`src/rtl/point_renderer.sv`:
```
// point_renderer: streams NUM_POINTS packed point records from ZBT, shifts x, clips, emits {x,y,pixel}.
// Latency: first point READ_LATENCY+1 cycles after entering FETCH, then one point per cycle.
// Backpressure: reads issue only while fifo_count+inflight < FIFO_DEPTH; outputs hold while !out_ready.
// Build option: define POINT_RENDERER_DEPTH_INVERT_EN to emit pixel = ~z[9:2] (near points bright).
module point_renderer #(
  parameter int ADDR_WIDTH   = 19,
  parameter int BASE_ADDR    = 0,
  parameter int NUM_POINTS   = 1024,
  parameter int READ_LATENCY = 2,
  parameter int FIFO_DEPTH   = 4,
  parameter int OFFSET_WIDTH = 6,
  parameter int SCREEN_W     = 1024,
  parameter int SCREEN_H     = 768
) (
  input  logic                    clk,
  input  logic                    reset,
  input  logic                    frame_start,
  input  logic [OFFSET_WIDTH-1:0] camera_offset,
  input  logic [35:0]             zbt_read_data,
  output logic [ADDR_WIDTH-1:0]   zbt_read_addr,
  input  logic                    out_ready,
  output logic                    out_valid,
  output logic [10:0]             x,
  output logic [9:0]              y,
  output logic [7:0]              pixel,
  output logic                    busy,
  output logic                    frame_done,
  output logic [ADDR_WIDTH-1:0]   clip_count
);

  localparam int PTR_W = $clog2(FIFO_DEPTH);
  localparam int CNT_W = PTR_W + 2;
  localparam int IDX_W = ADDR_WIDTH + 1;
  localparam logic [IDX_W-1:0]      LAST_IDX = IDX_W'(NUM_POINTS - 1);
  localparam logic [ADDR_WIDTH-1:0] BASE     = ADDR_WIDTH'(BASE_ADDR);

  typedef struct packed {
    logic [10:0] x;
    logic [9:0]  y;
    logic [7:0]  pixel;
  } pt_t;

  typedef enum logic [1:0] {S_IDLE, S_FETCH, S_DRAIN} state_t;

  state_t                  r_state;
  logic [OFFSET_WIDTH-1:0] r_offset;
  logic [IDX_W-1:0]        r_index;
  logic [ADDR_WIDTH-1:0]   r_addr;
  logic                    r_busy;
  logic                    r_frame_done;
  logic [ADDR_WIDTH-1:0]   r_clip_count;
  logic [READ_LATENCY-1:0] r_tag;
  pt_t                     r_fifo [FIFO_DEPTH];
  logic [PTR_W-1:0]        r_wr_ptr;
  logic [PTR_W-1:0]        r_rd_ptr;
  logic [CNT_W-1:0]        r_count;

  logic [CNT_W-1:0] w_inflight;
  logic             w_issue;
  logic             w_ret;
  logic [9:0]       w_rec_x;
  logic [9:0]       w_rec_y;
  logic [10:0]      w_xs;
  logic [7:0]       w_pixel;
  logic             w_clip;
  logic             w_push;
  logic             w_pop;
  pt_t              w_entry;
  pt_t              w_head;
  logic             w_unused_bits;

  // Reads still travelling through the memory pipeline.
  always_comb begin
    w_inflight = '0;
    for (int i = 0; i < READ_LATENCY; i++) begin
      w_inflight = w_inflight + CNT_W'(r_tag[i]);
    end
  end

  // Issuing is gated on reserved FIFO space so every returning word has a slot.
  assign w_issue = (r_state == S_FETCH) && ((r_count + w_inflight) < CNT_W'(FIFO_DEPTH));
  assign w_ret   = r_tag[READ_LATENCY-1];

  assign w_rec_x = zbt_read_data[29:20];
  assign w_rec_y = zbt_read_data[19:10];
  // 11-bit sum: x (max 1023) plus a small offset never wraps.
  assign w_xs    = {1'b0, w_rec_x} + 11'(r_offset);

`ifdef POINT_RENDERER_DEPTH_INVERT_EN
  assign w_pixel = ~zbt_read_data[9:2];
`else
  assign w_pixel = zbt_read_data[9:2];
`endif

  assign w_unused_bits = ^{zbt_read_data[35:30], zbt_read_data[1:0]};

  assign w_clip  = (32'(w_xs) >= SCREEN_W) || (32'(w_rec_y) >= SCREEN_H);
  assign w_push  = w_ret && !w_clip;
  assign w_pop   = (r_count != '0) && out_ready;
  assign w_entry = {w_xs, w_rec_y, w_pixel};
  assign w_head  = r_fifo[r_rd_ptr];

  // Tag shift register: one bit per issued read, marks the cycle its data is valid.
  always_ff @(posedge clk) begin
    if (reset) begin
      r_tag <= '0;
    end else begin
      r_tag <= (r_tag << 1) | READ_LATENCY'(w_issue);
    end
  end

  // Frame control: idle/fetch/drain sequencing, address generation, clip counting.
  always_ff @(posedge clk) begin
    if (reset) begin
      r_state      <= S_IDLE;
      r_offset     <= '0;
      r_index      <= '0;
      r_addr       <= BASE;
      r_busy       <= 1'b0;
      r_frame_done <= 1'b0;
      r_clip_count <= '0;
    end else begin
      r_frame_done <= 1'b0;
      if (w_ret && w_clip && (r_clip_count != '1)) begin
        r_clip_count <= r_clip_count + ADDR_WIDTH'(1);
      end
      case (r_state)
        S_IDLE: begin
          // busy stays high through the frame_done cycle, so a start then is ignored.
          r_busy <= 1'b0;
          if (frame_start && !r_busy) begin
            r_state      <= S_FETCH;
            r_offset     <= camera_offset;
            r_index      <= '0;
            r_clip_count <= '0;
            r_busy       <= 1'b1;
          end
        end
        S_FETCH: begin
          if (w_issue) begin
            r_addr  <= BASE + r_index[ADDR_WIDTH-1:0];
            r_index <= r_index + IDX_W'(1);
            if (r_index == LAST_IDX) begin
              r_state <= S_DRAIN;
            end
          end
        end
        S_DRAIN: begin
          if ((w_inflight == '0) && (r_count == '0)) begin
            r_state      <= S_IDLE;
            r_frame_done <= 1'b1;
          end
        end
        default: r_state <= S_IDLE;
      endcase
    end
  end

  // Output buffer: push returned on-screen points, pop on handshake.
  always_ff @(posedge clk) begin
    if (reset) begin
      r_wr_ptr <= '0;
      r_rd_ptr <= '0;
      r_count  <= '0;
      for (int i = 0; i < FIFO_DEPTH; i++) begin
        r_fifo[i] <= '0;
      end
    end else begin
      if (w_push) begin
        r_fifo[r_wr_ptr] <= w_entry;
        r_wr_ptr         <= r_wr_ptr + PTR_W'(1);
      end
      if (w_pop) begin
        r_rd_ptr <= r_rd_ptr + PTR_W'(1);
      end
      if (w_push && !w_pop) begin
        r_count <= r_count + CNT_W'(1);
      end else if (!w_push && w_pop) begin
        r_count <= r_count - CNT_W'(1);
      end
    end
  end

  assign zbt_read_addr = r_addr;
  assign out_valid     = (r_count != '0);
  assign x             = w_head.x;
  assign y             = w_head.y;
  assign pixel         = w_head.pixel;
  assign busy          = r_busy;
  assign frame_done    = r_frame_done;
  assign clip_count    = r_clip_count;

endmodule

```
`config.mk`:
```
export PLATFORM = sky130hd
export DESIGN_NAME = point_renderer
export DESIGN_NICKNAME = d
export VERILOG_FILES = /design/src/rtl/point_renderer.sv
export SDC_FILE = /design/constraint.sdc
export NUM_CORES = 1
export LEC_CHECK = 0
export CELL_PAD_IN_SITES_DETAIL_PLACEMENT = 0
export CELL_PAD_IN_SITES_GLOBAL_PLACEMENT = 1
export CORE_MARGIN = 5
export CORE_UTILIZATION = 42
export CTS_BUF_LIST = sky130_fd_sc_hd__clkbuf_8
export CTS_CLUSTER_DIAMETER = 100
export CTS_CLUSTER_SIZE = 24
export DETAILED_ROUTE_END_ITERATION = 16
export PLACE_DENSITY_LB_ADDON = 0.1
export SYNTH_ARGS = -nofsm -noshare
export SYNTH_HDL_FRONTEND = slang
export SYNTH_SLANG_ARGS = --single-unit
```
`constraint.sdc`:
```
create_clock -name clk -period 5.9 [get_ports clk]
set_input_delay 1.475 -clock clk [delete_from_list [all_inputs] [get_ports clk]]
set_output_delay 1.475 -clock clk [all_outputs]
set_load 0.005 [all_outputs]
```
**After elaboration in Yosys (flattened, before gate mapping)**

Memories as Yosys holds them, arrays and structs flattened. A register that Yosys moved wholly into a read port is not among the register bits.
Cells that the tools add are included.

- Mux-type cells: 25
- Equal/unequal tests: 8
- Multipliers: 0
- Div/mod/pow operators: 0
- Add/sub/neg operators: 9
- Shifts and indexed selects: 0
- Order comparisons: 3
- Reductions and logical operators: 26
- Bitwise logic cells: 2

Operators with widths:

| kind | count |
|---|---|
| $mux W19 | 3 |
| $mux W20 | 2 |
| $pmux W20 S2 | 1 |
| $mux W29 | 1 |
| $reduce_or A29 Y1 | 1 |
| $add A20 B1 Y20 const B | 1 |
| $eq A20 B10 Y1 const B | 1 |
| $add A19 B1 Y19 const B | 1 |
| $ne A19 B19 Y1 const B | 1 |
| $mux W2 | 7 |
| $add A10 B6 Y11 | 1 |
| $ge A11 B11 Y1 const B | 1 |
| $ge A10 B10 Y1 const B | 1 |
| $logic_and A1 B1 Y1 | 9 |
| $logic_not A4 Y1 | 2 |
| $mux W1 | 8 |
| $mux W4 | 2 |
| $ne A2 B2 Y1 const B | 3 |
| $pmux W2 S3 | 1 |
| $add A2 B1 Y2 const B | 2 |
| $add A4 B1 Y4 const B | 1 |
| $add A4 B2 Y4 | 1 |
| $logic_not A1 Y1 | 4 |
| $lt A4 B3 Y1 const B | 1 |
| 15 further kinds | 17 |

- Register bits: 78
- Output and inout bits: 70
- Memories: 1
- Bits of input ports: 46
- Bits in latches: 0
- Word-level logic and storage cells: 85
- Memory bits (writable): 116
- Memory bits (read-only): 0

Memory list:

| memory | words | width | rd ports | clocked after memory_dff | write ports | RTL line | source |
|---|---|---|---|---|---|---|---|
| r_fifo | 4 | 29 | 1 | 1 | 4 | 53 | `pt_t r_fifo [FIFO_DEPTH];` |

**Logic depth before layout (Yosys ltp)**

Gate-level depths: netlist of run 1.

- Depth after elaboration: 10
- Mapped depth: 13
- Gate-level depth less buffers: 13

**Worst setup path after synthesis of run 1**

No wires, ideal clock.

- Path type: input port to flip-flop
- From: input zbt_read_data[20]
- To: memory r_fifo[1][0] in the netlist's numbering, enable pin
- Stages on the path: 7
- Path slack: 0.342 ns
- Data required time: 5.445 ns
- Library setup time: 0.455 ns
- Path buffers: 0
- Arrival: 5.103 ns
- Cells stage by stage: ha_1 > fa_1 > a211oi_1 > o211ai_1 > a21oi_1 > nand2_1 > o21ai_0

RTL lines:

| what | RTL line | source |
|---|---|---|
| start: declaration | 19 | `input logic [35:0] zbt_read_data,` |
| end: declaration | 53 |  |

**Worst setup path in the final report of run 1**

- From: input zbt_read_data[20]
- To: register r_count[3]

- Cells in the longest elaborated chain, start to end: 8
- Elaborated cells on any way between the ends: 10

Ends and longest elaborated chain:

| what | RTL line | source |
|---|---|---|
| $add A10 B6 Y11 (*) | 87 | `assign w_xs = {1'b0, w_rec_x} + 11'(r_offset);` |
| $ge A11 B11 Y1 (*) | 97 | `assign w_clip = (32'(w_xs) >= SCREEN_W) \|\| (32'(w_rec_y) >= SCREEN_H);` |
| $logic_or A1 B1 Y1 (*) | 97 |  |
| $logic_not A1 Y1 (*) | 98 | `assign w_push = w_ret && !w_clip;` |
| $logic_and A1 B1 Y1 (*) | 98 |  |
| named net w_push | 66 | `logic w_push;` |
| $logic_not A1 Y1 | 178 | `end else if (!w_push && w_pop) begin` |
| $logic_and A1 B1 Y1 | 178 |  |
| $reduce_bool A2 Y1 (no source line) | - |  |
| end signal: assignment | 177 | `r_count <= r_count + CNT_W'(1);` |
| end signal: assignment | 179 | `r_count <= r_count - CNT_W'(1);` |
| end: declaration | 56 | `logic [CNT_W-1:0] r_count;` |

The timed path passes the listed nets; every way through them passes the cells marked *.
A chain may end at the register's enable or synchronous reset.

==> impl_results.md, run 1 <==
- Die Y: 155 microns
- Fmax: roughly 0.20 GHz
- Pin count of the biggest net entering global routing: between 40 and 50
- Fin nets: 908
- Post-route DRC violation count: 0
- Tcrit/Tclk final: 0.835
- First-pass iteration count of the detailed router: 4
- Crit path required time: ~6300 ps
- Share of layout cells above drive strength 1: 0.102
- Clock Latency Late Sink: 470 ps
- Commonest cells after routing, fill and taps aside: edfxtp_1, clkdlybuf4s50_1, and2_1, nor2_1, dfxtp_1
- Cell count after synthesis: 740
- Max clock buf depth: 2
- First-pass GRT wire length: 33100 microns
- Placed Area: 10300 sq um
- Drt via density: 5.40
- Async S/R FF share, synth: 0
- WL final: 20400 microns
- Starting Density: 0.424
- Setup TNS: 0 ps
- TritonCTS clock tree: done
- Core Util, Final: 0.512
- Cell Rows: between 50 and 60
- Antenna cell count: 0
- Final hold viol count: 0
- Congestion Overflow GR: 0
- CTS HTree Levels: 4
- GRT Total Usage: 0.174
- Die Wd: roughly 160 microns
- Vias in the first global route: around 6400
- IO Pins: between 100 and 150
- Initial antenna violation count: 0
- Root Buffer: clkbuf_8
- Clock buffer count from CTS: 17
- Least-Margin Pin Slew: 1260 ps
- DPL Wire Length: 13500 microns
- Startpoint types: input pin
- Setup Viol. Count Final: 0
- RSZ-0062 raised after global routing: false
- Seq cells post-synth: about 200
- Overall power: 3090 uW
- Synth cell types: 52
- Peak supply drop: ~0.00014 V
- Post-synth EDFFs: ~120
- CP Class: input pin to register
- Status: complete, no violations
- Avg Synthesized Cell Area: between 10 and 15 sq um
- Max Clock Skew: 25.2 ps
- Design Area, Final: between 10000 and 15000 sq um
- Synth Flop Type: edfxtp_1
- DR vias: about 6000
- Die ar.: about 24000 sq um
- Worst hold-check path type: register to register
- Post-CTS Hold Fix Bufs: 0
- Arr. time, crit path: between 5000 and 6000 ps
- Gpl congestion: roughly 0.77
- Final min period: 4920 ps
- Number of fill cells: 1845
- Core box area: roughly 21000 sq um
- Layout area overhead: 20.9%
- P_leak: approximately 0.0038 uW
- Mapped cell area: slightly below 9000 sq um
- Clock sinks: 196
- 1st-iter DRT viols: roughly 290
- Maximum Capacitance Violations: 0
- DR WL/cell: about 18 microns
- Final ANT Viol Nets: 0
- Worst-path clk slew: 100 ps
- CP Max Fanout: 5
- Sequential fraction of the synthesis area: 0.575
- YS warnings: 0
- Post-CTS Setup Bufs: 0
- Final Non-Filler Cells: 1134
- Port Buffer Count: 107
- Slew headroom: 0.161
- Final Max Tran Viols: 0
- Commonest non-fill, non-tap cell in the layout: edfxtp_1
- Post-Place Cells: roughly 1100
- Power Dens Cells: just under 300 nW/um^2
- Post-CTS Resized: 0
- Crit end category: register
power by group:
group	switching, uW	internal (uW)
combinational	251	343
sequential	86.8	1510
clock	511	395
total	849	2250
critical path: stages:
cell and delay, ps:
clkdlybuf4s50_1 450, ha_1 260, fa_1 430, a211oi_1 350, o211ai_1 300, a21oi_1 470, ha_1 270, inv_1 100
ha_1 290, a21o_1 180, a21oi_1 160, xnor2_1 100, or3_1 300, a21oi_1 160
through the flow:
step | hold slack, ps | setup WS [ps]
floorplan | 440 | 342
global placement | 451 | 670
detailed placement | 458 | 524
CTS | 473 | 979
global route | 504 | 606
finish | 470 | 975
path summary, 6_finish.rpt:
| kind | startpoint | to | slack (ps) | cells past startpoint |
|---|---|---|---|---|
| worst max-delay path | zbt_read_data[20] | r_count[3] | 980 | 14 |
| worst min-delay path | r_offset[5] | r_offset[5] | 470 | 2 |
| worst max register to register | r_offset[0] | r_count[3] | 2160 | 13 |
| worst min register to register | r_offset[5] | r_offset[5] | 470 | 2 |
synth_stat cells, drive strengths merged, types with 14 or more instances:
cell    count  area share
and2       88       0.062
mux2i      26       0.029
ha         14       0.020
nand2      41       0.017
mux4       29       0.074
o21ai      20       0.011
nor2       82       0.035
clkbuf     30       0.013
xor2       16       0.016
or3        16       0.011
edfxtp    116        0.39
a21oi      41       0.023
nand3      24       0.014
dfxtp      80        0.18
routing by layer:
metal / GRT usage / wire length, microns / share of wire
met3: 0.0381 / 735 / 0.036
met4: 0.0458 / 154 / 0.0076
met1: 0.213 / 8770 / 0.43
met5: 0 / 0 / 0
met2: 0.313 / 10700 / 0.53
flip-flops by register name (all words and copies together) (netlist names), named ones only:
name / cells
r_offset: 6
r_state: 2
clip_count: 19
frame_done: 1
r_tag: 2
r_rd_ptr: 2
r_count: 4
r_fifo: 116
r_wr_ptr: 2
zbt_read_addr: 19
busy: 1
r_index: 20
logic make-up (layout without fill, tap and decap cells):
family | Yosys count | after routing | share of synthesized area
and+or+nand+nor | 302 | 302 | 0.181
DFF | 196 | 196 | 0.575
AOI/OAI and AO/OA | 100 | 100 | 0.0704
muxes | 56 | 56 | 0.105
buffers and inverters | 43 | 159 | 0.0190
xor gates and xnor gates | 26 | 26 | 0.0257
adders and majority gates | 16 | 16 | 0.0243
other | 1 | 4 | 0.000424
cell type report:
class / instances / area (sq um) / share of cell area
repair buffers: 120 / 1180 / 0.110
well taps: 275 / 344 / 0.0322
clock buffers: 17 / 234 / 0.0219
multi-input cells: 504 / 3640 / 0.340
inverters: 7 / 26.3 / 0.00246
flip-flops and latches: 196 / 5090 / 0.475
clock inverters: 15 / 188 / 0.0175
Power figures use the tool's default switching activity.
==> run 2: changes to the inputs <==
Settings changed: CORE_UTILIZATION 42 to 46.
Clock period 5.9 ns to 4.67 ns, I/O delays scaled along.
==> run 2 against run 1 <==
Against the previous run:
- global-route usage grew 1.0 points
- cell count shrank 0.79%
- clock power grew 17%
- critical path type unchanged
==> impl_results.md, run 2 (synthesis gave the netlist of run 1 again) <==
- Crit end category: register
- Top flop regs: r_fifo x116, r_index x20
- Maximum Capacitance Violations: 0 (unchanged)
- Crit path cell chain: clkdlybuf4s50_1 > ha_1 > fa_1 > a211oi_1 > o211ai_1 > a21oi_1 > ha_1 > inv_1 > ha_1 > a21o_1 > a21oi_1 > xnor2_1 > or3_1 > a21oi_1
- Antenna cell count: 0 (unchanged)
- Final Non-Filler Cells: 1125 (-0.79%)
- Max clock buf depth: 2 (unchanged)
- Final ANT Viol Nets: 0 (unchanged)
- Hold depth: 2 (unchanged)
- Arr. time, crit path: 4500 ps (-800 ps)
- Die Y: 149 microns (-4.2%)
- Worst R2R Start: r_offset[0]
- Port Buffer Count: 107 (unchanged)
- Peak supply drop: 0.000195 V (+37%)
- Top reg by flops: r_fifo
- DR vias: 6151 (+0.38%)
- P_leak: 0.00379 uW (+0.86%)
- Crit path launch: zbt_read_data[20]
- TritonCTS clock tree: done
- Final worst setup slack: 559 ps (-416 ps)
- End point of the worst hold path: r_offset[0]
- IO Pins: 116 (unchanged)
- CP top delay family: compound AO/OA/AOI/OAI gates
- Final hold viol count: 0 (unchanged)
- Congestion Overflow GR: 0 (unchanged)
- Crit-path max cell delay: 450 ps (-20 ps)
- Overall power: 3830 uW (+24%)
- DR WL/cell: 17.8 microns (-1.1%)
- Post-Place Cells: 1093 (-0.82%)
- DPL Wire Length: 13200 microns (-1.8%)
- Post-CTS Setup Bufs: 0 (unchanged)
- WL final: 20000 microns (-1.9%)
- Root Buffer: clkbuf_8
- Worst hold-check path type: register to register
- Pin count of the biggest net entering global routing: 49 (unchanged)
- Fmax: around 0.24 GHz
- Final Max Tran Viols: 0 (unchanged)
- First-pass GRT wire length: 32400 microns (-2.1%)
- Starting Density: 0.470 (+0.0463)
- CP bufs+invs: 2 (unchanged)
- Hold WS: 468 ps (-1.69 ps)
- Worst-path clk slew: 90 ps (about the same)
- Final min period: just over 4000 ps
- Gpl congestion: 0.806 (+4.9%)
- Cell Rows: 50 (-5.7%)
- RSZ-0062 raised after global routing: false
- Post-CTS Resized: 0 (unchanged)
- Clock buffer count from CTS: 17 (unchanged)
- CP Max Fanout: 3 (-2)
- FF-to-FF path depth: 13 (unchanged)
- Commonest cells after routing, fill and taps aside: edfxtp_1, clkdlybuf4s50_1, and2_1, nor2_1, dfxtp_1
- Max Clock Skew: 11.8 ps (-13.4 ps)
- Die Wd: 149 microns (-4.2%)
- FF-to-FF setup slack: 1440 ps (-720 ps)
- Startpoint types: input pin
- Power Dens Cells: 358 nW/um^2 (+24%)
- Slowest stage cell, crit path: clkdlybuf4s50_1
- Layout area overhead: 21.1%
- Slew headroom: 0.430 (+0.269)
- Post-route DRC violation count: 0 (unchanged)
- Reg2reg end: r_count[3]
- CTS HTree Levels: 4 (unchanged)
- Least-Margin Pin Slew: 849 ps (-407 ps)
- Post-CTS Hold Fix Bufs: 0 (unchanged)
- Vias in the first global route: 6355 (-0.34%)
- Die ar.: 22100 sq um (-8.1%)
- Core box area: 18800 sq um (-9.9%)
- Share of layout cells above drive strength 1: 0.108 (+0.00507)
- Fin nets: 914 (+0.66%)
- Initial antenna violation count: 0 (unchanged)
- Clock Latency Late Sink: 460 ps (about the same)
- Status: complete, no violations
- GRT Total Usage: 0.185 (+0.0102)
- First-pass iteration count of the detailed router: 4 (unchanged)
- CP Class: input pin to register
- Clock sinks: 196 (unchanged)
- Commonest non-fill, non-tap cell in the layout: edfxtp_1
- Setup Viol. Count Final: 0 (unchanged)
- Post-place setup slack: 87.1 ps (-437 ps)
- Max FFs per register: 116 (unchanged)
- 1st-iter DRT viols: 348 (+21%)
- Hold Startpoint: r_offset[0]
- Setup TNS: 0 ps (unchanged)
- Drt via density: 5.47 (+1.2%)
- Crit path required time: 5060 ps (-1210 ps)
- Tcrit/Tclk final: 0.880
## run 2: worst max-delay path by stage
stage	slack, ps	cells after the start	endpoint
3_5_place_dp	90	14	r_count[3]
3_3_place_gp	120	14	r_count[3]
5_1_grt	310	14	r_count[3]
4_1_cts	570	14	r_count[3]
2_1_floorplan	200	7	r_fifo[1][0]
6_report	560	14	r_count[3]
## run 2: metrics by stage
stage | utilization | area [sq um]
floorplan | - | 8860
global route | 0.569 | 10700
global placement | 0.549 | 10300
CTS | 0.569 | 10700
finish | 0.569 | 10700
detailed placement | 0.549 | 10300
## run 2: final cells by class
class,instances,area [sq um]
Timing Repair Buffer,126,1260
Sequential cell,196,5090
Clock buffer,17,234
Fill cell,1576,8120
Clock inverter,15,145
Inverter,7,26.3
Multi-Input combinational cell,504,3630
Tap cell,260,325
## run 2: tightest hold or removal path, delay by kind of cell (launching register included)
family / cells / cell delay (ps)
compound gates: 1 / 50
flops: 1 / 330
simple gates: 1 / 50
## run 2: power breakdown
group	internal (uW)	total (uW)	switching (uW)
combinational	444	802	358
sequential	1900	1970	67.2
clock	437	1060	624
total	2790	3830	1050
## run 2: routing by layer
layer	wire length (microns)	track usage	vias to the layer above
li1	-	-	2947
met5	0	0	-
met2	10300	0.325	137
met3	802	0.0347	24
met4	339	0.0619	0
met1	8580	0.229	3043
